===== src/rtl/dlx_pkg.sv =====
// Shared DLX pipeline definitions: reset PC, word width and the fetch entry
// handed from fetch to decode.
package dlx_pkg;

  localparam int unsigned DLX_WORD_W   = 32;
  localparam logic [31:0] DLX_RESET_PC = 32'h00400020;
  localparam logic [31:0] DLX_NOP      = 32'h00000000;

  typedef struct packed {
    logic [31:0] instr;
    logic [31:0] pc;
  } fetch_entry_t;

  localparam int unsigned FETCH_ENTRY_W = $bits(fetch_entry_t);

  typedef enum logic [1:0] {
    IF_RST  = 2'd0,
    IF_REQ  = 2'd1,
    IF_HOLD = 2'd2
  } ifetch_state_t;

  // Fetch addresses are always word aligned; low bits of a target are dropped.
  function automatic logic [31:0] word_align(input logic [31:0] a);
    return {a[31:2], 2'b00};
  endfunction

endpackage


===== src/rtl/ifetch_buf.sv =====
// Shift-style synchronous FIFO: entry 0 is always the head, so the head
// outputs come straight from flops. Same-edge push and pop are legal when full.
module ifetch_buf #(
  parameter int unsigned       WIDTH     = 96,
  parameter int unsigned       DEPTH     = 2,
  parameter logic [WIDTH-1:0]  RESET_VAL = '0
) (
  input  logic             clk,
  input  logic             reset,
  input  logic             push,
  input  logic             pop,
  input  logic             flush,
  input  logic [WIDTH-1:0] wdata,
  output logic [WIDTH-1:0] head,
  output logic             full,
  output logic             empty
);

  logic [WIDTH-1:0] data_q [DEPTH];
  logic [WIDTH-1:0] data_d [DEPTH];
  logic [DEPTH-1:0] valid_q;
  logic [DEPTH-1:0] valid_d;
  logic             placed;

  // Valid bits stay thermometer-coded: pop shifts down, push fills lowest hole.
  always_comb begin
    valid_d = valid_q;
    data_d  = data_q;
    placed  = 1'b0;
    if (flush) begin
      valid_d = '0;
    end else begin
      if (pop) begin
        for (int i = 0; i < int'(DEPTH) - 1; i++) begin
          valid_d[i] = valid_q[i+1];
          data_d[i]  = data_q[i+1];
        end
        valid_d[DEPTH-1] = 1'b0;
      end
      if (push) begin
        for (int i = 0; i < int'(DEPTH); i++) begin
          if (!valid_d[i] && !placed) begin
            valid_d[i] = 1'b1;
            data_d[i]  = wdata;
            placed     = 1'b1;
          end
        end
      end
    end
  end

  always_ff @(posedge clk) begin
    if (reset) begin
      valid_q <= '0;
      for (int i = 0; i < int'(DEPTH); i++) data_q[i] <= RESET_VAL;
    end else begin
      valid_q <= valid_d;
      for (int i = 0; i < int'(DEPTH); i++) data_q[i] <= data_d[i];
    end
  end

  assign head  = data_q[0];
  assign full  = valid_q[DEPTH-1];
  assign empty = !valid_q[0];

endmodule


===== src/rtl/dlx_ifetch.sv =====
// DLX instruction-fetch initiator: owns the fetch PC, drives the sram read
// port and queues fetched words for decode over a valid/ready handshake.
module dlx_ifetch
  import dlx_pkg::*;
#(
  parameter logic [31:0] RESET_PC    = DLX_RESET_PC,
  parameter int unsigned MEM_LATENCY = 1,
  parameter int unsigned BUF_DEPTH   = 2
) (
  input  logic        clk,
  input  logic        reset,
  output logic        mem_cs,
  output logic        mem_oe,
  output logic        mem_we,
  output logic [31:0] mem_addr,
  output logic [31:0] mem_din,
  input  logic [0:31] mem_dout,
  input  logic        redirect_valid,
  input  logic [31:0] redirect_pc,
  output logic        if_valid,
  input  logic        if_ready,
  output logic [0:31] if_instr,
  output logic [31:0] if_pc,
  output logic [31:0] if_npc
);

  localparam int unsigned CNT_W   = 3;
  localparam int unsigned ENTRY_W = FETCH_ENTRY_W + DLX_WORD_W;
  localparam logic [ENTRY_W-1:0] ENTRY_RESET = {32'h0, DLX_NOP, 32'h0};

  ifetch_state_t         state_q, state_d;
  logic [DLX_WORD_W-1:0] fetch_pc_q, fetch_pc_d;
  logic [CNT_W-1:0]      cnt_q, cnt_d;
  logic                  mem_cs_q;
  logic [DLX_WORD_W-1:0] mem_addr_q;

  logic                  push, pop, flush, slot_free, lat_done;
  logic                  buf_full, buf_empty;
  fetch_entry_t          wr_entry, head_entry;
  logic [ENTRY_W-1:0]    wr_data, head;

  assign lat_done  = (cnt_q == CNT_W'(MEM_LATENCY));
  assign pop       = if_valid && if_ready;
  assign slot_free = !buf_full || pop;
  assign flush     = redirect_valid && (state_q != IF_RST);

  // State register
  always_ff @(posedge clk) begin
    if (reset) state_q <= IF_RST;
    else       state_q <= state_d;
  end

  // Next-state logic
  always_comb begin
    state_d = state_q;
    unique case (state_q)
      IF_RST:  state_d = IF_REQ;
      IF_REQ:  if (!redirect_valid && lat_done && !slot_free) state_d = IF_HOLD;
      IF_HOLD: if (redirect_valid || slot_free) state_d = IF_REQ;
      default: state_d = IF_RST;
    endcase
  end

  // Fetch PC, wait counter and capture control; redirect outranks capture.
  always_comb begin
    push       = 1'b0;
    fetch_pc_d = fetch_pc_q;
    cnt_d      = cnt_q;
    if (flush) begin
      fetch_pc_d = word_align(redirect_pc);
      cnt_d      = CNT_W'(1);
    end else begin
      unique case (state_q)
        IF_RST: begin
          fetch_pc_d = RESET_PC;
          cnt_d      = CNT_W'(1);
        end
        IF_REQ: begin
          if (!lat_done) begin
            cnt_d = cnt_q + CNT_W'(1);
          end else if (slot_free) begin
            push       = 1'b1;
            fetch_pc_d = fetch_pc_q + 32'd4;
            cnt_d      = CNT_W'(1);
          end
        end
        IF_HOLD: begin
          if (slot_free) begin
            push       = 1'b1;
            fetch_pc_d = fetch_pc_q + 32'd4;
            cnt_d      = CNT_W'(1);
          end
        end
        default: ;
      endcase
    end
  end

  always_ff @(posedge clk) begin
    if (reset) begin
      fetch_pc_q <= RESET_PC;
      cnt_q      <= CNT_W'(1);
      mem_cs_q   <= 1'b0;
      mem_addr_q <= '0;
    end else begin
      fetch_pc_q <= fetch_pc_d;
      cnt_q      <= cnt_d;
      mem_cs_q   <= (state_d != IF_RST);
      mem_addr_q <= fetch_pc_d;
    end
  end

  assign mem_cs   = mem_cs_q;
  assign mem_oe   = mem_cs_q;
  assign mem_we   = 1'b0;
  assign mem_din  = '0;
  assign mem_addr = mem_addr_q;

  // npc travels with the entry so the head outputs are all flops.
  assign wr_entry = '{instr: mem_dout, pc: fetch_pc_q};
  assign wr_data  = {fetch_pc_q + 32'd4, wr_entry};

  ifetch_buf #(
    .WIDTH     (ENTRY_W),
    .DEPTH     (BUF_DEPTH),
    .RESET_VAL (ENTRY_RESET)
  ) u_buf (
    .clk   (clk),
    .reset (reset),
    .push  (push),
    .pop   (pop),
    .flush (flush),
    .wdata (wr_data),
    .head  (head),
    .full  (buf_full),
    .empty (buf_empty)
  );

  assign head_entry = head[FETCH_ENTRY_W-1:0];
  assign if_valid   = !buf_empty;
  assign if_instr   = head_entry.instr;
  assign if_pc      = head_entry.pc;
  assign if_npc     = head[ENTRY_W-1 -: DLX_WORD_W];

endmodule


===== config.mk =====
export PLATFORM = sky130hd
export DESIGN_NAME = dlx_ifetch
export DESIGN_NICKNAME = d
export VERILOG_FILES = /design/src/rtl/dlx_pkg.sv /design/src/rtl/ifetch_buf.sv /design/src/rtl/dlx_ifetch.sv
export SDC_FILE = /design/constraint.sdc
export NUM_CORES = 1
export LEC_CHECK = 0
export ABC_AREA = 1
export ABC_CLOCK_PERIOD_IN_PS = 2900
export CAP_MARGIN = 10
export CORE_MARGIN = 8
export CORE_UTILIZATION = 48
export CTS_CLUSTER_DIAMETER = 60
export DETAILED_ROUTE_END_ITERATION = 8
export PLACE_DENSITY = 0.71
export SLEW_MARGIN = 40
export SYNTH_ARGS = -nofsm -noshare
export SYNTH_HDL_FRONTEND = slang
export SYNTH_HIERARCHICAL = 1
export SYNTH_SLANG_ARGS = --single-unit

===== constraint.sdc =====
create_clock -name clk -period 2.9 [get_ports clk]
set_input_delay 0.87 -clock clk [delete_from_list [all_inputs] [get_ports clk]]
set_output_delay 0.87 -clock clk [all_outputs]
set_load 0.02 [all_outputs]

==> metrics <==
critical path data arrival time=1.89 ns; antenna diode count=0; Distinct cells, synth=40; DR top layer=met4; Remaining DRCs=0; GP Congestion=0.955; CP Max Fanout=8; Sink Count=234; first-pass GRT wire length=69.1 mm; Crit path max-delay family=buffers and inverters; clock root buffer=clkbuf_16; Critical Path Stages=1; largest net degree at the start of global routing=118; Die Area=34000 um2; DRT iter0 DRCs=1356; Post-Syn Area per Cell=6.60 um2; clock tree buffer depth=3; Final TNS setup=0 ns; Post-Place Setup Slack=0.0288 ns; Clk Latency, worst-skew pair=0.56 ns; Psw=2380 uW; Synth-to-Final Area Change=17.9%; vias in the first global route=12618; Comb pwr share=14.7%; die width=184 um; initial antenna violation count=0; H-tree levels=1; final setup violation count=0; Worst Setup Path Type=reg -> out; Setup WS post-layout=0.140 ns; Peak supply drop=0.436 mV; Seq/Total Area, Yosys=34.4%; max-slew violations=0; drt pass-1 iters=6; Worst EP required=2.03 ns; vias post-DR=13511; # hold bufs at CTS=0; CP max-delay cell=clkdlybuf4s50_1; clk_skew=0.0119 ns; sw frac=28.1%; Final Hold Fails=0; Power Density=528 nW/um2; Syn Std Cell Area=13600 um2; Max stage delay on crit path=0.71 ns; CP startpoint kind=flip-flop; Slew headroom=61.2%; synthesized instance count=2062; clk slew on worst S/H paths=0.06 ns; Reg2Reg Depth=13; status=complete, no violations; worst hold margin=0.457 ns; WL met1=19.3 mm; via/cell ratio=5.44; most common cell after layout, fill and taps aside=nand2_1; Routed WL=44.3 mm; Max-Cap Viols=0; GRT Util Overall=25.0%; crit-path cells=clkdlybuf4s50_1; fin util=57.6%; TritonCTS clock tree=done; crit share post-route=95.2%; Nets=2161; Clk pwr share=44.8%; number of I/O pins=232; crit path capture type=output pin; DRT antenna net count=0; FF+latch count, synth=234; total leakage power=0.00631 uW; GRT overflow=0; core box area=27900 um2; Max Freq=362 MHz; Sequential Power Share=40.5%; Port Buffers=196; die height=184 um; HPWL after detailed placement=29.4 mm; Setup Buffers After CTS=0; min cycle time layout=2.76 ns; HP Class=reg -> reg; RSZ-0062 raised after global routing=no; FP Rows=61; initial core utilization=48.8%; Inserted Clock Buffers=29; met3 wire length=3.41 mm; mean routed wirelength per cell=17.8 um; Buf/Inv on CP=1; layout cells sized above 1=6.89%; Cell Int Power=6090 uW; Tot Pwr=8470 uW; yosys warns=6; commonest non-fill, non-tap cells in the layout=nand2_1 (554), dfxtp_1 (234), clkdlybuf4s50_1 (195); metal2 WL=20.0 mm; post_cts resized=0; worst slew pin tran=0.580 ns; Hold Crit Depth=2
-- sequential cells by signal (all words and copies together), names as in the netlist --
| register | flops |
|---|---|
| u_buf/data_q | 96 |
| u_buf/head | 96 |
| fetch_pc_q | 32 |
| cnt_q | 3 |
| mem_addr | 2 |
| state_q | 2 |
| u_buf/valid_q | 2 |
| mem_cs | 1 |
-- cell type report --
cell class | instances | area, um2
clock buffers | 34 | 774
clock inverters | 18 | 230
fillers | 2675 | 11800
inverters | 177 | 672
multi-input cells | 1390 | 6580
flip-flops and latches | 234 | 4680
well taps | 378 | 473
repair buffers | 253 | 2630
-- cells in the mapped netlist --
| library cell | instances | share of area, % |
|---|---|---|
| nand2_1 | 554 | 15 |
| dfxtp_1 | 234 | 34 |
| nand3_1 | 178 | 6.5 |
| buf_4 | 170 | 9.4 |
| inv_1 | 170 | 4.7 |
| a21oi_1 | 134 | 4.9 |
| nor2_1 | 128 | 3.5 |
| nand4_1 | 101 | 4.6 |
| o21ai_0 | 82 | 3.0 |
| o21ai_1 | 62 | 2.3 |
| clkbuf_1 | 61 | 1.7 |
| buf_2 | 56 | 2.1 |
| o21a_1 | 32 | 1.8 |
| xor2_1 | 16 | 1.0 |
| o22ai_1 | 10 | 0.46 |
| nor2_2 | 9 | 0.41 |
| ha_1 | 8 | 0.74 |
| a31oi_1 | 7 | 0.32 |
| inv_2 | 6 | 0.17 |
| and2_1 | 4 | 0.18 |
| nand3_2 | 4 | 0.29 |
| nor3_1 | 4 | 0.15 |
| o211ai_1 | 4 | 0.22 |
| buf_1 | 3 | 0.083 |
| buf_6 | 3 | 0.25 |
| nand2_2 | 3 | 0.14 |
| nand2_4 | 3 | 0.25 |
| a21oi_2 | 2 | 0.13 |
| nor2_4 | 2 | 0.17 |
| o311ai_0 | 2 | 0.13 |
| a211oi_1 | 1 | 0.055 |
| a21boi_0 | 1 | 0.055 |
| a41oi_1 | 1 | 0.064 |
| conb_1 | 1 | 0.028 |
| inv_6 | 1 | 0.064 |
| nand2_8 | 1 | 0.15 |
| nand3b_1 | 1 | 0.055 |
| nor3_2 | 1 | 0.074 |
| o21ai_2 | 1 | 0.064 |
| or2_2 | 1 | 0.046 |
-- stage by stage --
stage / instances / cell area [um2]
CTS: 2484 / 16000
global placement: 2432 / 15000
finish: 2484 / 16000
floorplan: 2094 / 13700
global route: 2484 / 16000
detailed placement: 2432 / 15000
-- worst paths after layout --
path	start	to	slack (ns)
min reg2reg	u_buf/data_q[69]	u_buf/data_q[69]	0.46
max reg2reg	cnt_q[0]	u_buf/data_q[58]	0.56
min	u_buf/data_q[69]	u_buf/data_q[69]	0.46
max	fetch_pc_q[10]	mem_addr[10]	0.14
-- power by group through the flow --
stage	Sequential [uW]	Combinational, uW	Clock [uW]
final	3430	1240	3800
after detailed placement	3500	1230	0
after global routing	3440	1350	3970
after floorplan	3460	864	0
after CTS	3430	1240	3830
after global placement	3490	1220	0
-- tightest hold or removal path, cell delays in order (launching register included) --
cell and delay (ns):
dfxtp_1 0.31, nand2_1 0.06, a21oi_1 0.05
-- layer usage --
layer	up-vias	global-route usage, %
met4	0	9.78
li1	6573	-
met2	538	39.9
met3	70	3.60
met1	6330	33.6
met5	-	0
-- logic make-up (layout without fill, tap and decap cells) --
group / Yosys count / in the layout / synth area share (%)
simple gates: 994 / 994 / 31.9
buf+inv: 470 / 482 / 18.4
compound gates: 339 / 339 / 13.5
flops: 234 / 234 / 34.4
xor+xnor: 16 / 16 / 1.03
fa+ha+maj: 8 / 8 / 0.736
other cells: 1 / 33 / 0.0276
Power figures use the tool's default switching activity.
